**src/rtl/mod5_nibble_stream.sv**
```systemverilog
// Purpose : folds a framed MSB-first nibble stream of one-hot mod-5 residues into the residue of the whole number.
// Latency : result register valid exactly 1 cycle after the InLast nibble is accepted.
// Backpr. : InReady = !OutValid || OutReady; a held result blocks input, drain and accept may share a cycle.
//
// Ports:
//   clk, reset        rising-edge clock, synchronous active-high reset
//   InValid/InReady   input handshake for InMod/InLast
//   InMod             one-hot residue of one nibble (bit k => residue k)
//   InLast            marks the least significant (final) nibble of a frame
//   OutValid/OutReady output handshake for the frame result
//   OutMod            one-hot residue of the frame, 5'b00000 when the frame had an error
//   OutCount          nibbles in the frame, saturating at 2**COUNT_W-1
//   OutError          some InMod of the frame was not exactly one-hot
module mod5_nibble_stream #(
    parameter int COUNT_W = 4
) (
    input  logic               clk,
    input  logic               reset,
    input  logic               InValid,
    output logic               InReady,
    input  logic [4:0]         InMod,
    input  logic               InLast,
    output logic               OutValid,
    input  logic               OutReady,
    output logic [4:0]         OutMod,
    output logic [COUNT_W-1:0] OutCount,
    output logic               OutError
);

    typedef enum logic {
        FIRST,
        MID
    } state_t;

    localparam logic [COUNT_W-1:0] CNT_MAX = '1;

    state_t             state, stateNext;
    logic [4:0]         acc, accNext;
    logic [COUNT_W-1:0] cnt, cntNext;
    logic               err, errNext;

    logic               accept;
    logic               legal;
    logic [4:0]         addend;
    logic [4:0]         baseAcc;
    logic [COUNT_W-1:0] baseCnt;
    logic               baseErr;
    logic               publish;

    // Modular addition of one-hot residues: each set bit of a rotates b
    // left by that bit's position, so the sum lands at (i + k) mod 5.
    function automatic logic [4:0] onehotAdd(input logic [4:0] a, input logic [4:0] b);
        logic [4:0] r;
        r = ({5{a[0]}} & b)
          | ({5{a[1]}} & {b[3:0], b[4]})
          | ({5{a[2]}} & {b[2:0], b[4:3]})
          | ({5{a[3]}} & {b[1:0], b[4:2]})
          | ({5{a[4]}} & {b[0],   b[4:1]});
        return r;
    endfunction

    assign InReady = !OutValid || OutReady;

    // Exactly one bit set: nonzero and clearing the lowest set bit leaves nothing.
    assign legal  = (InMod != 5'b00000) && ((InMod & (InMod - 5'd1)) == 5'b00000);
    assign addend = legal ? InMod : 5'b00001;

    always_comb begin
        stateNext = state;
        accNext   = acc;
        cntNext   = cnt;
        errNext   = err;
        publish   = 1'b0;
        accept    = InValid && InReady;

        // The first nibble of a frame starts from a clean accumulator, which
        // lets a new frame begin immediately after a publish without a bubble.
        if (state == FIRST) begin
            baseAcc = 5'b00001;
            baseCnt = '0;
            baseErr = 1'b0;
        end else begin
            baseAcc = acc;
            baseCnt = cnt;
            baseErr = err;
        end

        if (accept) begin
            // 16 == 1 (mod 5): shifting in a nibble is just adding its residue.
            accNext   = onehotAdd(baseAcc, addend);
            cntNext   = (baseCnt == CNT_MAX) ? CNT_MAX : baseCnt + COUNT_W'(1);
            errNext   = baseErr || !legal;
            publish   = InLast;
            stateNext = InLast ? FIRST : MID;
        end
    end

    always_ff @(posedge clk) begin
        if (reset) begin
            state <= FIRST;
        end else begin
            state <= stateNext;
        end
    end

    always_ff @(posedge clk) begin
        if (reset) begin
            acc      <= 5'b00001;
            cnt      <= '0;
            err      <= 1'b0;
            OutValid <= 1'b0;
            OutMod   <= 5'b00001;
            OutCount <= '0;
            OutError <= 1'b0;
        end else begin
            acc <= accNext;
            cnt <= cntNext;
            err <= errNext;
            if (publish) begin
                // A publish wins over a drain in the same cycle: the new
                // result simply replaces the one being consumed.
                OutValid <= 1'b1;
                OutMod   <= errNext ? 5'b00000 : accNext;
                OutCount <= cntNext;
                OutError <= errNext;
            end else if (OutReady) begin
                OutValid <= 1'b0;
            end
        end
    end

endmodule

```
**config.mk**
```make
export PLATFORM = sky130hd
export DESIGN_NAME = mod5_nibble_stream
export DESIGN_NICKNAME = d
export VERILOG_FILES = /design/src/rtl/mod5_nibble_stream.sv
export SDC_FILE = /design/constraint.sdc
export NUM_CORES = 1
export LEC_CHECK = 0
export CORE_ASPECT_RATIO = 1.1
export CORE_UTILIZATION = 40
export CTS_CLUSTER_SIZE = 40
export DETAILED_ROUTE_END_ITERATION = 8
export DONT_BUFFER_PORTS = 1
export PLACE_DENSITY = 0.65
export SYNTH_ARGS = -nofsm -noshare
export SYNTH_HDL_FRONTEND = slang
export SYNTH_SLANG_ARGS = --single-unit
```
**constraint.sdc**
```tcl
create_clock -name clk -period 2 [get_ports clk]
set_input_delay 0.2 -clock clk [delete_from_list [all_inputs] [get_ports clk]]
set_output_delay 0.2 -clock clk [all_outputs]
set_load 0.1 [all_outputs]
```
**Word level (Yosys, flattened, before mapping)**

Index checks and enable logic that the tools add are counted.

- Bits of input ports: 10
- Output and inout port bits: 12
- Logic and storage cells: 43
- Flip-flop bits (word level): 22

- Multiplexer cells: 13
- Eq/ne operators: 1
- Bitwise logic cells: 10
- Reduce and logical (&&, ||, !) cells: 9
- Add/sub/neg operators: 2

Operators with widths:

| operator | number |
|---|---|
| $and A5 B5 Y5 | 6 |
| $mux W5 | 4 |
| $or A5 B5 Y5 | 4 |
| $mux W4 | 3 |
| $mux W1 | 6 |
| $logic_not A5 Y1 | 1 |
| $reduce_bool A5 Y1 | 1 |
| $sub A5 B1 Y5 const B | 1 |
| $add A4 B1 Y4 const B | 1 |
| $eq A4 B4 Y1 const B | 1 |
| $logic_and A1 B1 Y1 | 2 |
| $logic_not A1 Y1 | 2 |
| $logic_or A1 B1 Y1 | 2 |
| $reduce_bool A2 Y1 | 1 |

**Longest topological paths before layout**

- Depth in word-level cells: 12
- Mapped depth: 8
- Depth with buffers taken out: 6

**Least setup slack after synthesis**

No wires, ideal clock.

- Kind: register to register
- Start point: register OutValid
- End point: register OutMod[0]
- Setup time: 122 ps
- Period minus slack after synthesis: 3,159 ps
- Path slack: -1,159 ps
- Path buffers: 1
- Arrival time: 3,037 ps
- Stages on the path, launching flop included: 8
- Data required time: 1,878 ps
- Cells stage by stage: dfxtp_1 nand2b_1 and2_1 clkbuf_1 nand2_1 a221o_2 inv_1 a221o_1

- Longest elaborated chain between the ends: 5
- Elaborated cells on any way between the ends: 7
- Those cells by class: 4 x mux; 3 x reduce/logical

RTL lines:

| item | RTL line | RTL |
|---|---|---|
| start, declared | 23 | `output logic OutValid,` |
| start signal, assigned | 111 | `OutValid <= 1'b0;` |
| start signal, assigned | 122 | `OutValid <= 1'b1;` |
| start signal, assigned | 127 | `OutValid <= 1'b0;` |
| $logic_not A1 Y1 (*) | 62 | `assign InReady = !OutValid \|\| OutReady;` |
| $logic_or A1 B1 Y1 (*) | 62 |  |
| via InReady | 20 | `output logic InReady,` |
| $logic_and A1 B1 Y1 (*) | 74 | `accept = InValid && InReady;` |
| $mux W5 / $mux W1 (equally long branches) | 88 | `if (accept) begin` |
| $mux W5 | 123 | `OutMod <= errNext ? 5'b00000 : accNext;` |
| end signal, assigned | 123 |  |
| end, declared | 25 | `output logic [4:0] OutMod,` |

The timed path passes the listed nets; every way through them passes the cells marked *.
A chain may end at the register's enable or synchronous reset.

**Final worst setup path**

- Start point: register state
- End point: register OutMod[2]

- Longest elaborated chain between the ends: 8
- Elaborated cells on any way between the ends: 15
- Those cells by class: 5 x mux; 9 x bitwise; 1 x reduce/logical

RTL lines:

| item | RTL line | RTL |
|---|---|---|
| start, declared | 37 | `state_t state, stateNext;` |
| start signal, assigned | 102 | `state <= stateNext;` |
| $mux W5 | 78 | `if (state == FIRST) begin` |
| $and A5 B5 Y5, on equally long branches | 54, 55 |  |
| $or A5 B5 Y5 | 55 | `\| ({5{a[1]}} & {b[3:0], b[4]})` |
| $or A5 B5 Y5 | 56 | `\| ({5{a[2]}} & {b[2:0], b[4:3]})` |
| $or A5 B5 Y5 | 57 | `\| ({5{a[3]}} & {b[1:0], b[4:2]})` |
| $or A5 B5 Y5 | 58 | `\| ({5{a[4]}} & {b[0], b[4:1]});` |
| $mux W5 | 88 |  |
| $mux W5 (*) | 123 |  |

Every way passes the cells marked *; elsewhere a longest branch is shown, timed or not.

==> summary.md <==
| Metric | Value |
|---|---|
| Leakage power | 0.4976 nW |
| Nets | about 160 |
| Post-Synthesis Cell Area | around 1200 um^2 |
| Final Hold Vio Count | 0 |
| Cell Pwr Density | 692.4 nW/um^2 |
| Setup violators final | 0 |
| Cell Int Power | 0.6126 mW |
| FP Rows | 20 |
| Num ports | 22 |
| Min-Delay Endpoint | OutMod[3]$_SDFFE_PP0P_ |
| WHS Path Cells | 2 |
| Placer Congestion | approximately 0.85 |
| Finished Layout Cells | 180 |
| Synth Area in Compound Gates | 26.44% |
| Area grow syn2layout | 10.91% |
| Vias per inst | 6.078 |
| Initial DRC count | 43 |
| Period utilization | 84.61% |
| # diodes | 0 |
| Share of post-route cells with drive strength above 1 | 19.05% |
| Synth cell types | 44 |
| Die width | 54.06 um |
| Required time worst endpoint | 2.18 ns |
| HPWL Detailed | roughly 1.8 mm |
| Final core utilization | 47.19% |
| Ys async rst share | 0% |
| Met3 wire length | roughly 180 um |
| Largest family of logic cells by synthesized area | simple AND/OR/NAND/NOR gates |
| Max-cap violation count | 0 |
| Worst Hold Class | input port to register |
| Total grt overflow | 0 |
| Starting Density | 42.54% |
| Setup Skew | approximately 0.0021 ns |
| DR DRC count | 0 |
| CTS-repair resized insts | 0 |
| Initial antenna violation count | 0 |
| Critical path class | register to register |
| RR Startpoint | state$_SDFFE_PP0P_ |
| Clock share of power | 23.1% |
| Maximum clock frequency | 0.5909 GHz |
| Worst reg2reg path depth | 5 |
| Post-route ant nets | 0 |
| Area of the multi-input gates | 674.4 um^2 |
| Slew headroom | around 46% |
| Slew of the pin with the lowest slew margin | 0.8050 ns |
| Post-synthesis sequential element count | 22 |
| Worst Setup End Kind | register |
| CTS Root Cell | clkbuf_4 |
| Port Buf Inserts | 0 |
| Yosys top cell area share | 36.94% |
| Avg Cell Area, Syn | 8.578 um^2 |
| Synthesis Warnings | 0 |
| Post-Route WL | 2.599 mm |
| Worst-Skew Late Latency | slightly above 0.3 ns |
| Largest net degree at the start of global routing | 23 |
| Sequential-to-total area share from yosys stat | 36.94% |
| CTS tree | yes |
| Post-synthesis cell count | 139 |
| Fillers | 294 |
| Status | complete, no violations |
| Adder-cell share of the synthesized area | ~1.0% |
| Routed vias | 1094 |
| Seq pwr share | between 50% and 60% |
| DRT met1 WL | 1.127 mm |
| DR WL/cell | approximately 14 um |
| FF-to-FF setup slack | slightly above 0.3 ns |
| Dominant synthesized flop cell | dfxtp_1 |
| Global-route wire length before repair | about 4.2 mm |
| Most frequent cells in the layout | dfxtp_1 (21), buf_4 (15), a21oi_1 (13), nor2_1 (12) |
| RSZ-0062 raised after global routing | no |
| VDD IR max | 0.0004154 V |
| Met2 Wirelength | 1.260 mm |
| Leading area contributor after synthesis | dfxtp_1 |
| Placed cells | 174 |
| Synth top area cells | dfxtp_1 (37%), a21oi_1 (5.5%), nor3_1 (4.2%), nor2_1 (3.8%), a222oi_1 (3.4%) |
| Post-route minimum period | 1.692 ns |
| Vias in the first global route | 1003 |
| CTS Buf Count | 3 |
| Setup_tns | 0 ns |
| Sw Pwr | 0.3031 mW |
| Crit path max fanout | 9 |
| Total core area | 2803 um^2 |
| Startpoint class of the critical path | register |
| Clock tree sinks | 22 |
| Number of synthesized flops with an enable pin | 0 |
| Reg area | 444.2 um^2 |
| Slew Limit Fails | 0 |
| Post-Synth Simple-Gate Area | 26.97% |
| Combinational share of power | 24.0% |
| Die area | about 3200 um^2 |
| Worst-path clk slew | 0.12 ns |
| Commonest non-fill, non-tap cell in the layout | dfxtp_1 |
| Longest Clk Path Bufs | 2 |
| DR top layer | met4 |
| Htree depth | 1 |
| Hold Crit Start | reset |
| Mapped Nets | 150 |
| Post-synthesis mux area share | 0% |
| WHS | 0.06476 ns |
| Pre-antenna DRT Iters | 5 |
| R2R Path End | OutMod[2]$_SDFFE_PP0P_ |
| Die Span Y | around 60 um |
| Post-synthesis xor/xnor area fraction | 1.469% |
| Arrival @ worst endpoint | 1.87 ns |
| Switching share of total power | between 30% and 40% |
| Gr usage total | between 15 and 20% |
cell usage after synthesis (2+ instances only):
library cell and n:
nand3_1 2, xnor2_1 2, nor4b_1 2, o31ai_1 3, a211oi_1 5, nor2b_1 5, dfxtp_1 22, and3_1 3
nand2_1 10, buf_6 3, a21oi_1 13, a311oi_1 4, nor3_1 10, nand3b_1 4, clkbuf_1 6, a222oi_1 4
and2_1 3, nor2_1 12
worst max path at each step:
stage	startpoint	endpoint	slack [ns]	depth (start not counted)
3_5_place_dp	state$_SDFFE_PP0P_	OutMod[3]$_SDFFE_PP0P_	0.34	5
4_1_cts	state$_SDFFE_PP0P_	OutMod[3]$_SDFFE_PP0P_	0.30	5
3_3_place_gp	InMod[2]	OutMod[0]$_SDFFE_PP1P_	0.35	6
5_1_grt	state$_SDFFE_PP0P_	OutMod[1]$_SDFFE_PP0P_	0.12	5
6_report	state$_SDFFE_PP0P_	OutMod[2]$_SDFFE_PP0P_	0.31	5
2_1_floorplan	OutValid$_SDFFE_PP0P_	OutMod[0]$_SDFFE_PP1P_	0.03	7
worst max-delay path, stage by stage, from the launching register on:
cell and delay [ns]:
dfxtp_1 0.49, or2b_2 0.39, a21oi_1 0.17, a21oi_1 0.06, a311oi_1 0.34, o31ai_1 0.10
cell families after synthesis:
family          after synthesis
compound gates               40
xor+xnor                      2
fa+ha+maj                     1
buf+inv                      14
flops                        22
simple gates                 60
sequential cells by signal, indices dropped and copies added, names as in the netlist:
name / cells
OutMod: 5
acc: 5
OutCount: 4
cnt: 4
OutError: 1
OutValid: 1
err: 1
state: 1
layer usage:
metal / track usage (%) / vias up
met4: 5.128 / 0
met5: 0 / -
met3: 6.154 / 6
met2: 30.51 / 43
li1: - / 532
met1: 21.00 / 513
power groups by stage:
stage	clock network [mW]	logic [mW]	registers (mW)
CTS	0.222	0.220	0.484
global placement	0	0.208	0.493
global route	0.233	0.236	0.488
detailed placement	0	0.210	0.494
floorplan	0	0.128	0.557
finish	0.211	0.220	0.485
layout make-up:
class,instances,area share (%)
timing repair buffer,17,10.03
sequential,22,33.59
clock buffer,4,1.987
multi-input combinational,103,50.99
tap,33,3.122
inverter,1,0.2838
stage by stage:
step	area, um^2	worst slack (ns)	power, mW
5_1_grt	1323	0.1230	0.9573
4_1_cts	1323	0.3031	0.9258
3_3_place_gp	1276	0.3459	0.7010
2_1_floorplan	1204	0.03323	0.6848
6_report	1323	0.3078	0.9157
3_5_place_dp	1276	0.3448	0.7040
what timing repair did:
action                    in CTS  in global routing
hold buffers                   2                  0
setup buffers                  0                  0
hold endpoints to repair      22                  0
Note: power is estimated with default switching activity, not from simulation.
